[src/rtl/ssd_scan_pkg.sv]
// Shared constants for the seven-segment scan controller.
// Holds the hex glyph table (active-high, seg[0]=a .. seg[6]=g) and segment bit positions.
package ssd_scan_pkg;

    localparam int SEG_W  = 8;
    localparam int SEG_A  = 0;
    localparam int SEG_B  = 1;
    localparam int SEG_C  = 2;
    localparam int SEG_D  = 3;
    localparam int SEG_E  = 4;
    localparam int SEG_F  = 5;
    localparam int SEG_G  = 6;
    localparam int SEG_DP = 7;

    localparam logic [6:0] HEX_GLYPH [16] = '{
        7'h3F, 7'h06, 7'h5B, 7'h4F, 7'h66, 7'h6D, 7'h7D, 7'h07,
        7'h7F, 7'h6F, 7'h77, 7'h7C, 7'h39, 7'h5E, 7'h79, 7'h71
    };

endpackage

[src/rtl/ssd_hex_decode.sv]
// Hex nibble plus decimal point to an active-high 8-bit segment pattern.
module ssd_hex_decode
    import ssd_scan_pkg::*;
(
    input  logic [3:0]       nibble,
    input  logic             dp,
    output logic [SEG_W-1:0] pattern
);

    always_comb begin
        pattern               = '0;
        pattern[SEG_G:SEG_A]  = HEX_GLYPH[nibble];
        pattern[SEG_DP]       = dp;
    end

endmodule

[src/rtl/ssd_scan_ctrl.sv]
// Multi-digit seven-segment scan controller with blanking, dead time and frame-synchronous updates.
// Define SSD_SCAN_PWM_EN to enable the brightness window driven by the bright input.
module ssd_scan_ctrl
    import ssd_scan_pkg::*;
#(
    parameter int N_DIGITS      = 4,
    parameter int SCAN_DIV      = 100000,
    parameter int DEAD_CYC      = 8,
    parameter int BRIGHT_W      = 4,
    parameter int ANODE_ACT_LOW = 1,
    parameter int SEG_ACT_LOW   = 1
)(
    input  logic                  clk,
    input  logic                  rst,
    input  logic                  load,
    input  logic [4*N_DIGITS-1:0] data_in,
    input  logic [N_DIGITS-1:0]   dp_in,
    input  logic [N_DIGITS-1:0]   blank_in,
    input  logic [BRIGHT_W-1:0]   bright,
    output logic                  pending,
    output logic                  frame_done,
    output logic [N_DIGITS-1:0]   anode,
    output logic [SEG_W-1:0]      seg
);

    localparam int CNT_W = $clog2(SCAN_DIV);
    localparam int DIG_W = (N_DIGITS > 1) ? $clog2(N_DIGITS) : 1;
    localparam logic [CNT_W-1:0]    CNT_LAST  = CNT_W'(SCAN_DIV - 1);
    localparam logic [DIG_W-1:0]    DIG_LAST  = DIG_W'(N_DIGITS - 1);
    localparam logic [N_DIGITS-1:0] ANODE_OFF = (ANODE_ACT_LOW != 0) ? '1 : '0;
    localparam logic [SEG_W-1:0]    SEG_OFF   = (SEG_ACT_LOW != 0) ? '1 : '0;
    localparam logic [31:0]         DEAD_END  = 32'(DEAD_CYC);

    logic [CNT_W-1:0]      cnt;
    logic [DIG_W-1:0]      dig;
    logic [4*N_DIGITS-1:0] shadow_data, disp_data, data_next;
    logic [N_DIGITS-1:0]   shadow_dp, disp_dp, dp_next;
    logic [N_DIGITS-1:0]   shadow_blank, disp_blank;
    logic                  slot_start, frame_start, commit;
    logic [3:0]            cur_nibble;
    logic                  cur_dp;
    logic [SEG_W-1:0]      glyph;
    logic [31:0]           cnt_ext, lit_end;
    logic                  lit;
    logic [N_DIGITS-1:0]   sel;

    assign slot_start  = (cnt == '0);
    assign frame_start = slot_start && (dig == '0);
    assign commit      = frame_start && pending;

    // seg loads at slot start, so it must already see a frame being committed on that same edge
    assign data_next  = commit ? shadow_data : disp_data;
    assign dp_next    = commit ? shadow_dp   : disp_dp;
    assign cur_nibble = data_next[{dig, 2'b00} +: 4];
    assign cur_dp     = dp_next[dig];

    ssd_hex_decode u_hex_decode (
        .nibble  (cur_nibble),
        .dp      (cur_dp),
        .pattern (glyph)
    );

    assign cnt_ext = 32'(cnt);

`ifdef SSD_SCAN_PWM_EN
    localparam logic [31:0] SPAN = 32'(SCAN_DIV - DEAD_CYC);
    logic [BRIGHT_W-1:0] bright_q;

    always_ff @(posedge clk or posedge rst) begin
        if (rst) begin
            bright_q <= '0;
        end else if (slot_start) begin
            bright_q <= bright;
        end
    end

    assign lit_end = DEAD_END + (((32'(bright_q) + 32'd1) * SPAN) >> BRIGHT_W);
`else
    logic unused_bright;
    assign unused_bright = ^bright;
    assign lit_end       = 32'(SCAN_DIV);
`endif

    always_comb begin
        sel = '0;
        lit = !disp_blank[dig] && (cnt_ext >= DEAD_END) && (cnt_ext < lit_end);
        if (lit) begin
            sel[dig] = 1'b1;
        end
    end

    always_ff @(posedge clk or posedge rst) begin
        if (rst) begin
            cnt          <= '0;
            dig          <= '0;
            shadow_data  <= '0;
            shadow_dp    <= '0;
            shadow_blank <= '0;
            disp_data    <= '0;
            disp_dp      <= '0;
            disp_blank   <= '0;
            pending      <= 1'b0;
            frame_done   <= 1'b0;
            anode        <= ANODE_OFF;
            seg          <= SEG_OFF;
        end else begin
            if (cnt == CNT_LAST) begin
                cnt <= '0;
                dig <= (dig == DIG_LAST) ? '0 : dig + DIG_W'(1);
            end else begin
                cnt <= cnt + CNT_W'(1);
            end

            // a load on the commit edge is captured after the old shadow has moved across
            if (load) begin
                shadow_data  <= data_in;
                shadow_dp    <= dp_in;
                shadow_blank <= blank_in;
            end
            if (commit) begin
                disp_data  <= shadow_data;
                disp_dp    <= shadow_dp;
                disp_blank <= shadow_blank;
            end
            pending    <= load | (pending & ~commit);
            frame_done <= frame_start;

            anode <= sel ^ ANODE_OFF;
            if (slot_start) begin
                seg <= glyph ^ SEG_OFF;
            end
        end
    end

endmodule
[config.mk]
export PLATFORM = sky130hd
export DESIGN_NAME = ssd_scan_ctrl
export DESIGN_NICKNAME = d
export VERILOG_FILES = /design/src/rtl/ssd_scan_pkg.sv /design/src/rtl/ssd_hex_decode.sv /design/src/rtl/ssd_scan_ctrl.sv
export SDC_FILE = /design/constraint.sdc
export NUM_CORES = 1
export LEC_CHECK = 0
export ABC_AREA = 0
export CAP_MARGIN = 20
export CORE_ASPECT_RATIO = 0.7
export CORE_MARGIN = 3
export CORE_UTILIZATION = 60
export DETAILED_ROUTE_END_ITERATION = 10
export GPL_TIMING_DRIVEN = 0
export PLACE_DENSITY = 0.85
export SYNTH_ARGS = -nofsm -noshare
export SYNTH_HDL_FRONTEND = slang
export SYNTH_SLANG_ARGS = --single-unit
[constraint.sdc]
create_clock -name clk -period 5.31 [get_ports clk]
set_input_delay 1.062 -clock clk [delete_from_list [all_inputs] [get_ports clk]]
set_output_delay 1.062 -clock clk [all_outputs]
set_load 0.1 [all_outputs]
Yosys cells after proc, flatten, opt, wreduce, memory -nomap -nowiden
Memories as Yosys holds them, arrays and structs flattened. Index checks and enable logic that the tools add are counted.

Register bits after elaboration: 81. Bits in read-only memories: 112. Input port bits: 31. Output and inout port bits: 14. Logic and storage cells: 50. Memories kept: 1.

Add/subtract/negate cells: 2. Order comparisons: 5. Eq/ne operators: 2. Shifts and indexed selects: 1. Mux-type cells: 13. Bitwise logic cells: 6. Reduce and logical (&&, ||, !) cells: 8.

Memory list: (no name shown) (depth 16, bits a word 7, read ports 1, clocked after memory_dff 0, write ports 0, line ssd_hex_decode.sv:12) `pattern[SEG_G:SEG_A] = HEX_GLYPH[nibble];`.

Operators by type and width (count): 17-bit by 1-bit adder with 17-bit output, second input constant (1); 17-bit equality test, second input constant (1); 17-bit by 4-bit greater-or-equal comparator with 1-bit output, second input constant (1); 17-bit zero test (1); 17-bit < comparator, second input constant (1); 17-bit 2-to-1 mux (1); 16-bit 2-to-1 mux (1); 16-bit by 5-bit variable part select with 4-bit output (1); 7-bit 2-to-1 mux (2); 4-bit 2-to-1 mux (2); 8-bit NOT (1); 5-bit greater-or-equal comparator, second input constant (1); 1-bit logical AND (5); 4-bit NOT with 5-bit output (1); 1-bit binary-select mux with 2-bit select (2); 4-bit NOT (1); 2-bit by 3-bit < comparator with 1-bit output, second input constant (1); 1-bit 2-to-1 mux (3); 2-bit by 1-bit adder with 2-bit output, second input constant (1); 1-bit demux with 2-bit select (1); 2-bit equality test, second input constant (1); 2-bit by 1-bit greater-or-equal comparator with 1-bit output, second input constant (1); 2-bit zero test (1); 2-bit 2-to-1 mux (1); other kinds (4) (4).

Longest topological paths before layout
Word-level depth: 10. Mapped depth: 13.

By module
From an unflattened synthesis, not the netlist that was laid out.

Cells, all modules: 284. Area total of the unflattened synthesis: 3752.3 sq um.

By module, submodules not included: ssd_scan_ctrl (times used 1, cells each 250, area each 3457.1 sq um, sequential area each 2042.0 sq um); ssd_hex_decode (times used 1, cells each 34, area each 295.3 sq um, sequential area each 0.0 sq um).

Worst setup path before layout
Ideal clock, no wire load.

Path type: flip-flop to flip-flop. Start: register pending. End: register seg[6]. Setup time: 81 ps. Arrival time: 2899 ps. Required time: 5229 ps. Slack: 2330 ps. Cell stages (with the launch flop): 10. Path buffers: 1. Clock period less this slack: 2980 ps. Cells stage by stage: dfrtp_1 -> nand4_4 -> buf_6 -> mux4_2 -> mux2i_1 -> inv_1 -> ha_1 -> mux2_2 -> a221oi_2 -> nor2_1.

Longest elaborated chain between the ends: 8.

RTL lines: start: declaration (line ssd_scan_ctrl.sv:20) `output logic pending,`; start signal: assignment (line ssd_scan_ctrl.sv:125) `pending <= load | (pending & ~commit);`; 1-bit logical AND (line ssd_scan_ctrl.sv:49) `assign commit = frame_start && pending;`; 16-bit 2-to-1 mux; 16-bit by 5-bit variable part select with 4-bit output (line ssd_scan_ctrl.sv:54) `assign cur_nibble = data_next[{dig, 2'b00} +: 4];`; 4-bit NOT with 5-bit output (not written as such) (line ssd_hex_decode.sv:12); memory 16 x 7 bit; 7-bit 2-to-1 mux (not written as such) (2 in series) (line ssd_hex_decode.sv:12); 8-bit NOT (no line); end signal: assignment (line ssd_scan_ctrl.sv:130) `seg <= glyph ^ SEG_OFF;`; end: declaration (line ssd_scan_ctrl.sv:23) `output logic [SEG_W-1:0] seg`.

No other way between the ends. The select of a mux whose other input is x is not followed. A chain may end at the register's enable or synchronous reset.

Worst setup path in the final report
Start: register dig[0]. End: register seg[6].

Longest elaborated chain between the ends: 10.

RTL lines: start: declaration (line ssd_scan_ctrl.sv:35) `logic [DIG_W-1:0] dig;`; start signal: assignment (line ssd_scan_ctrl.sv:109) `dig <= (dig == DIG_LAST) ? '0 : dig + DIG_W'(1);`; 2-bit zero test (line ssd_scan_ctrl.sv:48) `assign frame_start = slot_start && (dig == '0);`; 1-bit logical AND (line ssd_scan_ctrl.sv:48); 1-bit logical AND (line ssd_scan_ctrl.sv:49); 16-bit 2-to-1 mux; 16-bit by 5-bit variable part select with 4-bit output (*) (line ssd_scan_ctrl.sv:54); 4-bit NOT with 5-bit output (not written as such) (*) (line ssd_hex_decode.sv:12); memory 16 x 7 bit (*); 7-bit 2-to-1 mux (not written as such) (*) (2 in series) (line ssd_hex_decode.sv:12); 8-bit NOT (no line) (*).

Every way passes the cells marked *; elsewhere a longest branch is shown, timed or not. The select of a mux whose other input is x is not followed.

==> results.md <==
- The run finished with clean final reports.
- The top flip-flop cell by instance count after synthesis is sky130_fd_sc_hd__dfrtp_1.
- The worst path in the final design needs a cycle of between 3000 and 4000 ps, including I/O delays and setup.
- The remaining number of nets flagged by the antenna check after routing is 0.
- The sequential element share of the synthesized area is a little over half.
- The total area inside the core boundary comes to 5870 um^2.
- TritonCTS created 9 clock buffers.
- Dividing the detail-routed via count by the number of cells gives roughly 5.6.
- After detailed routing, the number of remaining DRC violations is 0.
- The level count of the clock H-tree is 3.
- The area share of the largest cell type after synthesis is approximately 46%.
- The share of synthesized registers carrying an async set or reset is 100%.
- Counting flops with a built-in enable in the synthesized netlist gives 0.
- The total setup buffers inserted after CTS is 0.
- The cell area power density is approximately 290 nW/um^2.
- The die covers just over 7000 um^2.
- Of all cell types, the one taking the most synthesized area is sky130_fd_sc_hd__dfrtp_1.
- From left edge to right edge, the die measures between 100 and 150 um.
- In this run the critical register-to-register path is launched from dig[0].
- The count of yosys warnings during synthesis is 0.
- The critical path starts at dig[0].
- Setup violations remaining at the end of the flow were counted as 0.
- The number of max-slew violations in the final report is 0.
- The area of the mapped netlist is 3730 um^2.
- After clock tree synthesis, the clock-pin slew on the worst setup and hold paths is about 90 ps.
- The combinational fraction of design power is 12.2%.
- Dividing the detail-routed wire length by the instance count gives around 16 um.
- The multiplexer area fraction after synthesis is 19.9%.
- The number of instances on the worst hold path is 2.
- Summing the areas of all compound-gate instances in the mapped netlist gives ~4.6% of the synthesized area.
- The startpoint type of the worst setup path is a flop.
- Across the routed clock network, the largest skew measured is between 9 and 10 ps.
- The number of synthesized register bits is a little over 80.
- The final design instance area without fill is roughly 4400 um^2.
- Detailed placement ended at an HPWL of a little over 5000 um.
- The number of maximum-capacitance constraint violations is 0.
- In the global route stage, overall resource usage came out at a little over a fifth.
- The largest family of logic cells by synthesized area is multiplexers.
- The detailed router finished its first iteration with 88 violations.
- 0 antenna diodes ended up in the layout.
- The worst setup margin is around 1800 ps.
- The distinct cell type count of the synthesized netlist is between 40 and 50.
- The floorplan has 23 rows.
- For this design, the slowest cell found on the critical path is sky130_fd_sc_hd__mux2i_1.
- The final critical-path share of the clock period is around 66%.
- The average instance in the mapped netlist occupies between 10 and 15 um^2.
- The number of nets in the layout is about 390.
- For this run the aggregate overflow at the end of global routing stands at 0.
- Timing would allow up to ~290 MHz.
- The starting utilization of the core area is between 60% and 70%.
- The largest net degree at the start of global routing is 70.
- The wire length of the first global-routing pass is about 12000 um.
- Measured along the y axis, the die boundary spans about 72 um.
- The kind of end point of the critical path is a flop.
- The measured slew at the worst slew-check pin is about 990 ps.
- The destination of the worst register-to-register timing path is seg[6].
- Walking the worst path, the cells encountered are clkbuf_1 > inv_1 > ha_1 > nand4_4 > buf_6 > mux4_2 > mux2i_1 > inv_1 > ha_1 > mux2_2 > a221oi_2 > nor2_1.
- The CTS root buffer is sky130_fd_sc_hd__clkbuf_8.
- The portion of total power attributed to sequential cells is about 53%.
- The net count after synthesis is roughly 340.
- Clock latency on the worst-skew pair, taken at its later pin, is about 360 ps.
- The final layout contains routed wiring with a total length of 6840 um.
- Cell internal power was estimated by the tool at 937 uW.
- The final hold violation count is 0.
- The worst hold path terminates at seg[4].
- The post-placement worst setup slack is between 1500 and 2000 ps.
- In this run the deepest clock path goes through 2 buffers.
- The aggregate negative setup slack is 0 ps.
- The first-pass iteration count of the detailed router is 4.
- The register-to-register setup slack is approximately 1800 ps.
- The number of inserted filler cells in the final layout is 402.
- The routed layout has roughly 2.4k vias.
- At the end of routability-driven placement, the weighted congestion stood at around 0.88.
- The count of port buffers added during placement is 39.
- The synthesized-area fraction occupied by xor and xnor cells is approximately 3.3%.
- The endpoint required time on the critical path is ~5600 ps.
- For this design the static power due to leakage is between 0.0015 and 0.002 uW.
- In this design, the stage delay of the slowest critical-path cell is between 400 and 500 ps.
- In this run the power spent charging and discharging nets is ~330 uW.
- The category of the critical setup timing path is reg -> reg.
- The total placed instance area is around 4200 um^2.
- In this run the worst path has a maximum fanout of 10.
- The library cell used most frequently in the layout, excluding fill and tap cells, is sky130_fd_sc_hd__dfrtp_1.
- Of the total synthesized cell area, the portion taken by full adders, half adders and majority gates is 4.02%.
- Relative to the synthesized area, the layout overhead comes to 19.0%.
- The worst-case hold slack is between 400 and 500 ps.
- Clock tree synthesis found a total of a little over 80 sinks.
- The worst hold path begins at seg[4].
- The count of mapped cells out of synthesis is between 200 and 300.
- TritonCTS built the clock tree.
- In the layout the commonest cells are sky130_fd_sc_hd__dfrtp_1 (69), sky130_fd_sc_hd__mux2_2 (51), sky130_fd_sc_hd__clkdlybuf4s50_1 (39).
- The core utilization of the finished layout is about three quarters.
- The proportion of layout cells with a drive suffix above 1 is roughly 28%.
- The relative max-transition margin is between 30% and 40%.
- The worst-case reg-to-reg path depth is 12.
- The clock share of power is a little over a third.
- The via count of the first global-routing pass was about 2.4k.
- The arrival time of the worst setup path is 3760 ps.
- The number of antenna violations at the first check in global routing came to 0.
- The post-cts sizing count is 0.
- The basic-gate share of the synthesized area counting and, or, nand and nor cells is 11.0%.
- Hold repair after CTS inserted 0 buffers.
- The worst voltage drop across the vdd grid is 0.214 mV.
- By area the synthesized netlist is led by sky130_fd_sc_hd__dfrtp_1 (46%), sky130_fd_sc_hd__mux2_2 (15%), sky130_fd_sc_hd__dfstp_2 (8.4%), sky130_fd_sc_hd__ha_1 (4.0%), sky130_fd_sc_hd__mux4_2 (3.0%).
- The class of the tightest hold or removal check is reg -> reg.
- The I/O pin total is between 40 and 50.
- Setup repair after global routing left no endpoint under its margin.
- Net switching is roughly a quarter of the power.
metrics by stage:
step                      total power (uW)  std cells
after global routing                  1320        425
after detailed placement               838        409
after floorplan                        786        294
after global placement                 828        408
final                                 1270        425
after CTS                             1280        425
layout make-up:
cell class | count | area (um^2) | share of cell area [%]
Inverter | 10 | 40.0 | 0.901
Timing Repair Buffer | 40 | 418 | 9.41
Clock buffer | 9 | 124 | 2.79
Sequential cell | 81 | 2040 | 46.0
Multi-Input combinational cell | 193 | 1600 | 35.9
Clock inverter | 7 | 70.1 | 1.58
Tap cell | 75 | 93.8 | 2.11
Buffer | 10 | 60.1 | 1.35
worst max-delay path: cells and delay by family (launching register included):
| kind | cells | cell delay [ps] |
|---|---|---|
| muxes | 3 | 1030 |
| AOI/OAI and AO/OA | 1 | 270 |
| adders and majority gates | 2 | 580 |
| DFF | 1 | 390 |
| buffers and inverters | 4 | 910 |
| and+or+nand+nor | 2 | 230 |
worst max path at each step:
stage	to	depth (start not counted)
final	seg[6]	12
after global routing	seg[6]	12
after CTS	seg[6]	12
after detailed placement	seg[6]	12
after global placement	shadow_data[9]	2
after floorplan	cnt[0]	1
flip-flops by register name, summed over array words and instances, names as in the netlist:
| name | cells |
|---|---|
| shadow_data | 16 |
| anode | 4 |
| disp_blank | 4 |
| shadow_dp | 4 |
| pending | 1 |
| shadow_blank | 4 |
| dig | 2 |
| disp_data | 16 |
| seg | 8 |
| frame_done | 1 |
| cnt | 17 |
| disp_dp | 4 |
routing by layer:
layer  vias to the layer above  share of wire, %  global-route usage, %  wire [um]
li1                       1121                 -                      -          -
met1                      1177                47                   29.3       3210
met2                        53                47                   31.9       3190
met3                        12               5.2                   7.01        354
met4                         0               1.3                   5.38         88
met5                         -                 0                      0          0
synthesized netlist by cell type, drive strengths merged, types with 2 or more instances:
master	instances
a21oi	3
dfrtp	69
nand3	6
o31ai	3
nor2b	3
mux2	53
nor2	28
or3	2
xnor2	7
dfstp	12
mux2i	3
buf	5
inv	10
nand2	27
clkbuf	5
mux4	5
o21ai	8
xor2	7
nor4	3
o21bai	2
nor3	5
ha	12
power groups by stage:
stage          sequential, uW  clock, uW  combinational [uW]
6_report                  670        444                 154
5_1_grt                   674        479                 165
4_1_cts                   670        453                 156
3_5_place_dp              682          0                 156
3_3_place_gp              680          0                 148
2_1_floorplan             720          0                66.4
cell families (layout without fill, tap and decap cells):
group,count (synthesis),in the layout
and+or+nand+nor,83,83
AOI/OAI and AO/OA,23,23
muxes,61,61
xor gates and xnor gates,14,14
buffers and inverters,20,76
adders and majority gates,12,12
DFF,81,81
Power figures use the tool's default switching activity.
